<file path="config.mk">
export PLATFORM = sky130hd
export DESIGN_NAME = ysyx_22040237_mdu
export DESIGN_NICKNAME = d
export VERILOG_FILES = /design/src/rtl/ysyx_22040237_mdu_pkg.sv /design/src/rtl/ysyx_22040237_mdu_sgn.sv /design/src/rtl/ysyx_22040237_mdu.sv
export SDC_FILE = /design/constraint.sdc
export NUM_CORES = 2
export LEC_CHECK = 0
export CAP_MARGIN = 20
export CORE_UTILIZATION = 45
export DETAILED_ROUTE_END_ITERATION = 10
export SYNTH_ARGS = -nofsm -noshare
export SYNTH_HDL_FRONTEND = slang
export SYNTH_SLANG_ARGS = --single-unit
export TNS_END_PERCENT = 20
</file>
<file path="constraint.sdc">
create_clock -name clk -period 14.7 [get_ports clk]
set_clock_uncertainty 0.1 [all_clocks]
set_input_delay 2.94 -clock clk [delete_from_list [all_inputs] [get_ports clk]]
set_output_delay 2.94 -clock clk [all_outputs]
set_load 0.005 [all_outputs]
</file>
<file path="src/rtl/ysyx_22040237_mdu_pkg.sv">
// Shared ysyx_22040237 defines: MDU op/state encodings, default XLEN,
// EXU info-bus constants and small op-decode helpers.
package ysyx_22040237_mdu_pkg;

   localparam int MDU_XLEN_DEF    = 64;

   // EXU info-bus constants shared with the execute stage
   localparam int EXU_INFO_RD_W   = 5;
   localparam int EXU_INFO_OP_W   = 3;
   localparam int EXU_INFO_FU_ALU = 0;
   localparam int EXU_INFO_FU_MDU = 1;
   localparam int EXU_INFO_FU_LSU = 2;

   typedef enum logic [2:0] {
      MDU_MUL    = 3'd0,
      MDU_MULH   = 3'd1,
      MDU_MULHSU = 3'd2,
      MDU_MULHU  = 3'd3,
      MDU_DIV    = 3'd4,
      MDU_DIVU   = 3'd5,
      MDU_REM    = 3'd6,
      MDU_REMU   = 3'd7
   } mdu_op_e;

   typedef enum logic [1:0] {
      MDU_IDLE = 2'd0,
      MDU_CALC = 2'd1,
      MDU_FIX  = 2'd2,
      MDU_DONE = 2'd3
   } mdu_state_e;

   function automatic logic f_is_div(input mdu_op_e op);
      logic [2:0] v;
      v = op;
      return v[2];
   endfunction

   // remainder ops are the div ops with bit 1 set
   function automatic logic f_is_rem(input mdu_op_e op);
      logic [2:0] v;
      v = op;
      return v[2] & v[1];
   endfunction

   function automatic logic f_op1_signed(input mdu_op_e op);
      return (op == MDU_MUL) || (op == MDU_MULH) || (op == MDU_MULHSU) ||
             (op == MDU_DIV) || (op == MDU_REM);
   endfunction

   function automatic logic f_op2_signed(input mdu_op_e op);
      return (op == MDU_MUL) || (op == MDU_MULH) ||
             (op == MDU_DIV) || (op == MDU_REM);
   endfunction

   // word variants exist only for MUL and the four divide ops
   function automatic logic f_word_legal(input mdu_op_e op);
      return (op == MDU_MUL) || f_is_div(op);
   endfunction

endpackage

</file>
<file path="src/rtl/ysyx_22040237_mdu_sgn.sv">
// Conditional two's-complement negation, used both to take operand
// magnitudes and to re-apply the result sign.
module ysyx_22040237_mdu_sgn #(
   parameter int W = 64
) (
   input  logic [W-1:0] i_data,
   input  logic         i_neg,
   output logic [W-1:0] o_data
);

   assign o_data = i_neg ? (~i_data + W'(1'b1)) : i_data;

endmodule

</file>
<file path="src/rtl/ysyx_22040237_mdu.sv">
// Iterative multiply/divide unit: radix-2 shift-add multiply, restoring
// divide, sign/magnitude handled around an unsigned core.
module ysyx_22040237_mdu
   import ysyx_22040237_mdu_pkg::*;
#(
   parameter int XLEN   = MDU_XLEN_DEF,
   parameter bit WOP_EN = 1'b1
) (
   input  logic            clk,
   input  logic            rst,
   input  logic            in_valid_i,
   output logic            in_ready_o,
   input  logic [2:0]      op_i,
   input  logic            wop_i,
   input  logic [XLEN-1:0] op1_i,
   input  logic [XLEN-1:0] op2_i,
   input  logic [4:0]      rd_idx_i,
   input  logic            flush_i,
   output logic            out_valid_o,
   input  logic            out_ready_i,
   output logic [XLEN-1:0] res_o,
   output logic [4:0]      rd_idx_o,
   output logic            busy_o
);

   localparam int CW    = $clog2(XLEN) + 1;
   // word ops only make sense on a 64-bit datapath
   localparam bit L_WOP = (XLEN == 64) && WOP_EN;

   function automatic logic [XLEN-1:0] f_sext32(input logic [31:0] v);
      return XLEN'($signed(v));
   endfunction

   mdu_state_e          r_state;
   logic [CW-1:0]       r_cnt;
   mdu_op_e             r_op;
   logic                r_wop, r_s1, r_s2;
   logic [4:0]          r_tag;
   logic [XLEN-1:0]     r_res, r_x;
   logic [2*XLEN-1:0]   r_acc, r_y;

   mdu_op_e             w_op;
   logic                w_wop, w_s1_en, w_s2_en, w_s1, w_s2;
   logic [XLEN-1:0]     w_op1_ext, w_op2_ext, w_mag1, w_mag2, w_dvd, w_min, w_byp_res;
   logic                w_accept, w_div_zero, w_ovf, w_bypass;
   logic [XLEN:0]       w_rem_sh, w_diff;
   logic [CW-1:0]       w_last;
   logic [2*XLEN-1:0]   w_post_in, w_post_out;
   logic                w_post_neg;
   logic [XLEN-1:0]     w_res_raw, w_res_fix;

   assign w_op     = mdu_op_e'(op_i);
   assign w_wop    = L_WOP & wop_i & f_word_legal(w_op);
   assign w_s1_en  = f_op1_signed(w_op);
   assign w_s2_en  = f_op2_signed(w_op);
   assign w_accept = in_valid_i & (r_state == MDU_IDLE) & ~flush_i;

   // Operand extension: word ops see only the low 32 bits
   always_comb begin
      w_op1_ext = op1_i;
      w_op2_ext = op2_i;
      if (w_wop) begin
         w_op1_ext = w_s1_en ? f_sext32(op1_i[31:0]) : XLEN'(op1_i[31:0]);
         w_op2_ext = w_s2_en ? f_sext32(op2_i[31:0]) : XLEN'(op2_i[31:0]);
      end else begin
         w_op1_ext = op1_i;
         w_op2_ext = op2_i;
      end
   end

   assign w_s1 = w_s1_en & w_op1_ext[XLEN-1];
   assign w_s2 = w_s2_en & w_op2_ext[XLEN-1];

   ysyx_22040237_mdu_sgn #(.W(XLEN)) u_sgn_op1 (.i_data(w_op1_ext), .i_neg(w_s1), .o_data(w_mag1));
   ysyx_22040237_mdu_sgn #(.W(XLEN)) u_sgn_op2 (.i_data(w_op2_ext), .i_neg(w_s2), .o_data(w_mag2));

   // Divide-by-zero and signed overflow skip the iterative datapath
   assign w_dvd      = w_wop ? f_sext32(op1_i[31:0]) : op1_i;
   assign w_min      = w_wop ? f_sext32(32'h8000_0000) : {1'b1, {(XLEN-1){1'b0}}};
   assign w_div_zero = (w_op2_ext == {XLEN{1'b0}});
   assign w_ovf      = ((w_op == MDU_DIV) || (w_op == MDU_REM)) &&
                       (w_op1_ext == w_min) && (w_op2_ext == {XLEN{1'b1}});
   assign w_bypass   = f_is_div(w_op) & (w_div_zero | w_ovf);

   // Bypass result: quotient/remainder for the two special divide cases
   always_comb begin
      w_byp_res = {XLEN{1'b0}};
      if (w_div_zero) begin
         w_byp_res = f_is_rem(w_op) ? w_dvd : {XLEN{1'b1}};
      end else begin
         w_byp_res = f_is_rem(w_op) ? {XLEN{1'b0}} : w_dvd;
      end
   end

   // Restoring divide step: {remainder, dividend} shift and trial subtract
   assign w_rem_sh = {r_acc[XLEN-1:0], r_x[XLEN-1]};
   assign w_diff   = w_rem_sh - {1'b0, r_y[XLEN-1:0]};
   assign w_last   = r_wop ? CW'(31) : CW'(XLEN - 1);

   // Post-conversion select: which magnitude gets which sign
   always_comb begin
      w_post_in  = r_acc;
      w_post_neg = r_s1 ^ r_s2;
      case (r_op)
         MDU_MUL, MDU_MULH, MDU_MULHSU, MDU_MULHU: begin
            w_post_in  = r_acc;
            w_post_neg = r_s1 ^ r_s2;
         end
         MDU_DIV, MDU_DIVU: begin
            w_post_in  = {{XLEN{1'b0}}, r_x};
            w_post_neg = r_s1 ^ r_s2;
         end
         MDU_REM, MDU_REMU: begin
            w_post_in  = {{XLEN{1'b0}}, r_acc[XLEN-1:0]};
            w_post_neg = r_s1;
         end
         default: begin
            w_post_in  = r_acc;
            w_post_neg = 1'b0;
         end
      endcase
   end

   ysyx_22040237_mdu_sgn #(.W(2*XLEN)) u_sgn_res (.i_data(w_post_in), .i_neg(w_post_neg), .o_data(w_post_out));

   // Final result: low half for MUL/div ops, high half for MULH*, word sign-extension
   always_comb begin
      if ((r_op == MDU_MUL) || f_is_div(r_op)) begin
         w_res_raw = w_post_out[XLEN-1:0];
      end else begin
         w_res_raw = w_post_out[2*XLEN-1:XLEN];
      end
      if (r_wop) begin
         w_res_fix = f_sext32(w_res_raw[31:0]);
      end else begin
         w_res_fix = w_res_raw;
      end
   end

   // Control FSM, iteration counter and shift datapath
   always_ff @(posedge clk or negedge rst) begin
      if (!rst) begin
         r_state <= MDU_IDLE;
         r_cnt   <= {CW{1'b0}};
         r_op    <= MDU_MUL;
         r_wop   <= 1'b0;
         r_s1    <= 1'b0;
         r_s2    <= 1'b0;
         r_tag   <= 5'd0;
         r_res   <= {XLEN{1'b0}};
         r_x     <= {XLEN{1'b0}};
         r_acc   <= {(2*XLEN){1'b0}};
         r_y     <= {(2*XLEN){1'b0}};
      end else if (flush_i) begin
         r_state <= MDU_IDLE;
         r_cnt   <= {CW{1'b0}};
      end else begin
         case (r_state)
            MDU_IDLE: begin
               if (w_accept) begin
                  r_op  <= w_op;
                  r_wop <= w_wop;
                  r_s1  <= w_s1;
                  r_s2  <= w_s2;
                  r_tag <= rd_idx_i;
                  r_cnt <= {CW{1'b0}};
                  r_acc <= {(2*XLEN){1'b0}};
                  if (f_is_div(w_op)) begin
                     // left-align a word dividend so quotient bits land in [31:0]
                     r_x <= w_wop ? (w_mag1 << (XLEN - 32)) : w_mag1;
                     r_y <= {{XLEN{1'b0}}, w_mag2};
                  end else begin
                     r_x <= w_mag2;
                     r_y <= {{XLEN{1'b0}}, w_mag1};
                  end
                  if (w_bypass) begin
                     r_res   <= w_byp_res;
                     r_state <= MDU_DONE;
                  end else begin
                     r_state <= MDU_CALC;
                  end
               end
            end
            MDU_CALC: begin
               if (f_is_div(r_op)) begin
                  if (!w_diff[XLEN]) begin
                     r_acc <= {{XLEN{1'b0}}, w_diff[XLEN-1:0]};
                     r_x   <= {r_x[XLEN-2:0], 1'b1};
                  end else begin
                     r_acc <= {{XLEN{1'b0}}, w_rem_sh[XLEN-1:0]};
                     r_x   <= {r_x[XLEN-2:0], 1'b0};
                  end
               end else begin
                  if (r_x[0]) begin
                     r_acc <= r_acc + r_y;
                  end
                  r_y <= r_y << 1;
                  r_x <= r_x >> 1;
               end
               r_cnt <= r_cnt + CW'(1);
               if (r_cnt == w_last) begin
                  r_state <= MDU_FIX;
               end
            end
            MDU_FIX: begin
               r_res   <= w_res_fix;
               r_state <= MDU_DONE;
            end
            MDU_DONE: begin
               if (out_ready_i) begin
                  r_state <= MDU_IDLE;
               end
            end
            default: begin
               r_state <= MDU_IDLE;
            end
         endcase
      end
   end

   assign in_ready_o  = (r_state == MDU_IDLE);
   assign out_valid_o = (r_state == MDU_DONE);
   assign busy_o      = (r_state != MDU_IDLE);
   assign res_o       = r_res;
   assign rd_idx_o    = r_tag;

endmodule

</file>
Word-level counts from Yosys, hierarchy flattened
Index checks and enable logic that the tools add are counted.
{"block": "totals", "reg_bits": 404, "latch_bits": 0, "ram_bits": 0, "romBits": 0, "out_inout_bits": 72, "mem_count": 0}
{"block": "op_classes", "addsub": 6, "mul": 0, "n_div": 0, "order_cmp": 0, "n_eq_ne": 24, "shifts": 0, "muxes": 44, "n_bitwise": 13, "reduce_logical": 30}
{"operator": "$mux W64", "count": 20}
{"operator": "$mux W128", "count": 6}
{"operator": "$pmux W128 S2", "count": 2}
{"operator": "$pmux W128 S3", "count": 1}
{"operator": "$pmux W64 S2", "count": 2}
{"operator": "$add A128 B1 Y128 const B", "count": 1}
{"operator": "$add A128 B128 Y128", "count": 1}
{"operator": "$add A64 B1 Y64 const B", "count": 2}
{"operator": "$not A128 Y128", "count": 1}
{"operator": "$not A64 Y64", "count": 2}
{"operator": "$sub A65 B64 Y65", "count": 1}
{"operator": "$eq A64 B64 Y1", "count": 1}
{"operator": "$eq A64 B64 Y1 const B", "count": 1}
{"operator": "$logic_not A64 Y1", "count": 1}
{"operator": "$mux W63", "count": 1}
{"operator": "$eq A3 B3 Y1 const B", "count": 6}
{"operator": "$mux W7", "count": 2}
{"operator": "$pmux W7 S2", "count": 1}
{"operator": "$reduce_and A4 Y1", "count": 3}
{"operator": "$mux W2", "count": 5}
{"operator": "$eq A3 B2 Y1 const B", "count": 3}
{"operator": "$logic_or A1 B1 Y1", "count": 9}
{"operator": "$reduce_and A3 Y1", "count": 3}
{"operator": "$pmux W2 S4", "count": 1}
{"operator": "26 further kinds", "count": 41}

Longest topological paths before layout
{"block": "depth", "depth_word": 16, "ltp_mapped": 25}

Hierarchy
Synthesis repeated with hierarchy kept, for this count alone.
{"block": "hier_totals", "cells_unflattened": 5649, "area_unflattened_um2": 42349.4}
{"mod": "ysyx_22040237_mdu", "instances": 1, "cells_each": 4728, "area_per_inst_um2": 35814.3, "seq_area_each_um2": 10109.7}
{"mod": "ysyx_22040237_mdu_sgn at u_sgn_res", "instances": 1, "cells_each": 518, "area_per_inst_um2": 3355.7, "seq_area_each_um2": 0.0}
{"mod": "ysyx_22040237_mdu_sgn at u_sgn_op1", "instances": 1, "cells_each": 206, "area_per_inst_um2": 1649.1, "seq_area_each_um2": 0.0}
{"mod": "ysyx_22040237_mdu_sgn at u_sgn_op2", "instances": 1, "cells_each": 197, "area_per_inst_um2": 1530.2, "seq_area_each_um2": 0.0}

Worst setup path after synthesis
No wires, ideal clock.
{"block": "synth_timing", "path_type": "input-to-reg", "from": "in op2_i[16]", "to": "reg r_res[57], in the netlist res_o[57]", "setup_time_ns": 0.082, "arrival_ns": 6.308, "required_time_ns": 14.518, "setup_slack_ns": 8.210, "cell_stages": 13, "path_buffers": 3, "path_cell_list": "or4_1 -> nor4_1 -> nand4_1 -> or3_1 -> clkbuf_1 -> a21oi_1 -> and2_1 -> clkbuf_1 -> a21oi_1 -> nor4_1 -> clkbuf_1 -> nor2_1 -> a31oi_1"}
{"block": "synth_via", "elab_chain_cells": 8}
{"element": "from (decl)", "line_no": "ysyx_22040237_mdu.sv:16", "source": "input logic [XLEN-1:0] op2_i,"}
{"element": "$mux W64", "line_no": "ysyx_22040237_mdu.sv:64", "source": "w_op2_ext = w_s2_en ? f_sext32(op2_i[31:0]) : XLEN'(op2_i[31:0]);"}
{"element": "$mux W64 *", "line_no": "ysyx_22040237_mdu.sv:62", "source": "if (w_wop) begin"}
{"element": "$eq A64 B64 Y1", "line_no": "ysyx_22040237_mdu.sv:82", "source": "(w_op1_ext == w_min) && (w_op2_ext == {XLEN{1'b1}});"}
{"element": "$logic_and A1 B1 Y1", "line_no": "ysyx_22040237_mdu.sv:82"}
{"element": "$or A1 B1 Y1", "line_no": "ysyx_22040237_mdu.sv:83", "source": "assign w_bypass = f_is_div(w_op) & (w_div_zero | w_ovf);"}
{"element": "$and A1 B1 Y1", "line_no": "ysyx_22040237_mdu.sv:83"}
{"element": "$ne A2 B1 Y1 (no line)"}
{"element": "$reduce_and A4 Y1 (no line)"}
{"element": "to (signal assigned)", "line_no": "ysyx_22040237_mdu.sv:150", "source": "r_res <= {XLEN{1'b0}};"}
{"element": "to (signal assigned)", "line_no": "ysyx_22040237_mdu.sv:177", "source": "r_res <= w_byp_res;"}
{"element": "to (signal assigned)", "line_no": "ysyx_22040237_mdu.sv:206", "source": "r_res <= w_res_fix;"}
{"element": "to (decl)", "line_no": "ysyx_22040237_mdu.sv:39", "source": "logic [XLEN-1:0] r_res, r_x;"}
Every way passes the cells marked *; elsewhere a longest branch is shown, timed or not. The select of a mux whose other input is x is not followed.
A chain may end at the register's enable or synchronous reset.

Final worst setup path
{"block": "layout_timing", "from": "reg r_op[2]", "to": "reg r_res[42], in the netlist res_o[42]"}
{"block": "layout_via", "elab_chain_cells": 9}
{"element": "from (decl)", "line_no": "ysyx_22040237_mdu.sv:36", "source": "mdu_op_e r_op;"}
{"element": "from (signal assigned)", "line_no": "ysyx_22040237_mdu.sv:161", "source": "r_op <= w_op;"}
{"element": "$eq A3 B1 Y1, or another cell as far along", "line_no": "ysyx_22040237_mdu.sv:104", "source": "case (r_op)"}
{"element": "$reduce_or A4 Y1 or $reduce_or A2 Y1 (tied branches)", "line_no": "ysyx_22040237_mdu.sv:104"}
{"element": "$pmux W128 S3", "line_no": "ysyx_22040237_mdu.sv:104"}
{"element": "$not A128 Y128", "line_no": "ysyx_22040237_mdu_sgn.sv:11", "source": "assign o_data = i_neg ? (~i_data + W'(1'b1)) : i_data;"}
{"element": "$add A128 B1 Y128", "line_no": "ysyx_22040237_mdu_sgn.sv:11"}
{"element": "$mux W128", "line_no": "ysyx_22040237_mdu_sgn.sv:11"}
{"element": "$mux W64 *", "line_no": "ysyx_22040237_mdu.sv:128", "source": "if ((r_op == MDU_MUL) || f_is_div(r_op)) begin"}
{"element": "$mux W64 *", "line_no": "ysyx_22040237_mdu.sv:133", "source": "if (r_wop) begin"}
{"element": "$pmux W64 S2 *", "line_no": "ysyx_22040237_mdu.sv:158", "source": "case (r_state)"}
Every way passes the cells marked *; elsewhere a longest branch is shown, timed or not.

==> out/results.txt <==
Async SR Flop Fraction: 100.0%
Post-CTS Repair Setup Buffers: 0
Least-Margin Pin Slew: 1120 ps
Required @ worst endpoint: 15160 ps
Power per cell area: 227.5 nW/um2
Global route hottest layer: met1
# IOs: 214
Slew headroom: 24.63%
Port bufs: 213
Clk buf depth: 3
Vias in the first global route: 39310
EDFF count, synth: 0
Ys Warns: 0
Insertion delay to the later sink of the worst-skew pair: 670 ps
Core Area: 90010 um2
GPL Wtd Cong: 1.072
FMAX: 126.9 MHz
Initial core utilization: 45.46%
CP max stage cell: nor4_1
Synth Cell Area: 40920 um2
CP Class: reg2reg
Max Cap Viol: 0
Via density: 6.570
Synth top area share: 24.71%
Hold Vio Cnt, Final: 0
Leading area contributor after synthesis: dfrtp_1
Count of pins over their slew limit: 0
Syn Area/Cell: 7.362 um2
Hold Path Class: reg2reg
Die area: 92130 um2
Worst setup margin: 6823 ps
Final Non-Filler Cells: 6732
LEAKAGE: 19.08 nW
Largest net degree at the start of global routing: 164
Crit share post-route: 53.59%
#FFs+latches synth: 404
Initial antenna violation count: 2
ANT nets after route: 0
Outcome: completed
Nets: 5857
Die H: 303.5 um
Worst Path Max Fanout: 55
Rows: 110
Placed cells: 6630
Post_cts resized: 0
Peak VDD IR: 0.1513 mV
Htree depth: 2
RSZ-0062 raised after global routing: false
Routed length per instance: 27.13 um
Post-Syn Instances: 5558
Setup TNS: 0 ps
Seq/Total Area, Yosys: 24.71%
Critical Path End Type: flop
Clk sink count: 404
Clk slew on worst S/H paths: 60 ps
Tot GR Track Use: 38.39%
Top post-synthesis cells by area: dfrtp_1 (25%), a21oi_1 (7.4%), o21ai_0 (7.4%)
Post-placement setup slack: 5842 ps
Worst hold margin: 379.9 ps
TritonCTS clock tree: built
Crit-path cells: nor2b_4, buf_4, buf_4, mux2i_1, nor3b_1, nand3_1, nor4b_1, nand4_1, nand4bb_1, nor4_1, a21oi_1, xnor2_1, o21ai_0, o21ai_1, o21ai_1
Post-layout min period: 7877 ps
Post-Syn Nets: 5902
CTS buffer count: 53
WP data arrival: 8340 ps
Post-layout util: 50.74%
Final Power: 10.39 mW
Hold_buf cts: 0
Layout cells sized above 1: 4.698%
Area Overhead vs Synth: 11.61%
Routing usage on met3: 7.389%
DRC: 0
Post-route cell area: 45670 um2
Filler cells: 8939
Iter 0 DRT Violations: 5970
Wirelength, routed: 182.6 mm
Gr ovfl total: 0
Clock Root Buffer: clkbuf_16
Total number of vias: 44230
Top_reg_cell synth: dfrtp_1
Die X: 303.5 um
CP startpoint kind: flop
Synth unique cells: 90
First-pass GRT wire length: 264.6 mm
Met1 GRT Util: 56.52%
Max stage delay on crit path: 1000 ps
GRT met2 Usage: 53.04%
Placed instance area: 43750 um2
Detailed Routing Iterations Pass 1: 6
Final setup vio count: 0
Hpwl dp: 141.2 mm
==> registers in the layout (all words and copies together), names as in the netlist, 2 cells and up <==
name      count
r_state       2
rd_idx_o      5
res_o        64
r_cnt         7
r_x          64
r_acc       128
r_op          3
r_y         128
==> worst paths after layout <==
check / cells after the start / startpoint / slack, ps / to
setup / recovery: 15 / r_op[2] / 6820 / res_o[42]
hold / removal: 2 / res_o[13] / 380 / res_o[13]
setup reg to reg: 15 / r_op[2] / 6820 / res_o[42]
hold reg to reg: 2 / res_o[13] / 380 / res_o[13]
max in group asynchronous: 3 / rst / 10010 / res_o[40]
min in group asynchronous: 1 / rst / 2160 / r_y[6]
==> critical path: cells and delay by family, from the launching register on <==
kind | cells | cell delay [ps]
AO/OA/AOI/OAI | 4 | 1050
XOR/XNOR | 1 | 240
buffers and inverters | 2 | 1260
flip-flops | 1 | 670
multiplexers | 1 | 640
AND/OR/NAND/NOR | 7 | 3750
==> layout by cell type, fill, tap and decap left out, types with 17 or more instances in the layout <==
master / n
a211oi_1: 119
clkbuf_16: 53
or3_1: 61
a21oi_1: 603
and3_1: 41
nor3_1: 145
o21bai_1: 52
nor4_1: 56
a31oi_1: 69
clkdlybuf4s50_1: 210
nand3_1: 68
a22oi_1: 45
and2_1: 35
o31ai_1: 52
o21ai_0: 602
o221ai_1: 25
nor2_1: 480
buf_4: 67
o211ai_1: 40
xor2_1: 175
o21ai_1: 43
inv_1: 136
or2_2: 17
a22o_1: 79
nor2b_1: 30
nand4_1: 94
or4_1: 18
ha_1: 198
mux2i_1: 175
nand2_1: 638
a21o_1: 105
xnor2_1: 205
o21a_1: 27
o41ai_1: 18
nand2b_1: 34
dfrtp_1: 403
mux2_2: 34
o22ai_1: 33
==> synthesized netlist by cell type, types with 27 or more instances <==
cell and count:
o21ai_0 602, o211ai_1 40, mux2i_1 175, ha_1 200, o22ai_1 33, and2_1 35
nand3_1 69, o21a_1 27, a31oi_1 69, nor3_1 146, or3_1 61, o31ai_1 52
a21oi_1 604, inv_1 136, o21ai_1 46, a22oi_1 45, nand2_1 640, and3_1 41
a211oi_1 119, o21bai_1 52, clkbuf_1 337, nor2_1 484, xnor2_1 207, nor4_1 57
a22o_1 79, nand2b_1 34, a21o_1 105, buf_1 32, nand4_1 94, dfrtp_1 404
xor2_1 177, nor2b_1 31, mux2_2 34
==> layer usage <==
metal  vias up  wire length, um
met1     21130            80110
met5         -                0
met4         0             9807
met2      2511            72590
li1      20260                -
met3       329            20110
==> cell families (layout without fill, tap and decap cells) <==
logic type,count (synthesis),after routing,synth area share [%]
AOI/OAI and AO/OA,2046,2046,30.44
buffers and inverters,525,522,4.899
DFF,404,404,24.71
muxes,210,210,5.251
other,0,1,0
xor gates and xnor gates,384,384,8.220
adders and majority gates,214,214,6.507
and+or+nand+nor,1775,1775,19.97
==> layout make-up <==
cell class                 count  area [um2]  share of cell area [%]
inverter                     140       525.5                   1.151
clock inverter                24       380.4                  0.8329
antenna                        1       2.502                0.005480
sequential                   404       10110                   22.15
multi-input combinational   4629       28980                   63.45
clock buffer                  73        1491                   3.266
timing repair buffer         285        2706                   5.926
tap                         1176        1471                   3.222
==> power by group <==
| part | total (mW) | internal, mW | switching [mW] |
|---|---|---|---|
| registers | 2.00 | 1.44 | 0.562 |
| logic | 6.94 | 2.31 | 4.64 |
| clock network | 1.44 | 0.866 | 0.574 |
(Power assumes the default switching activity.)
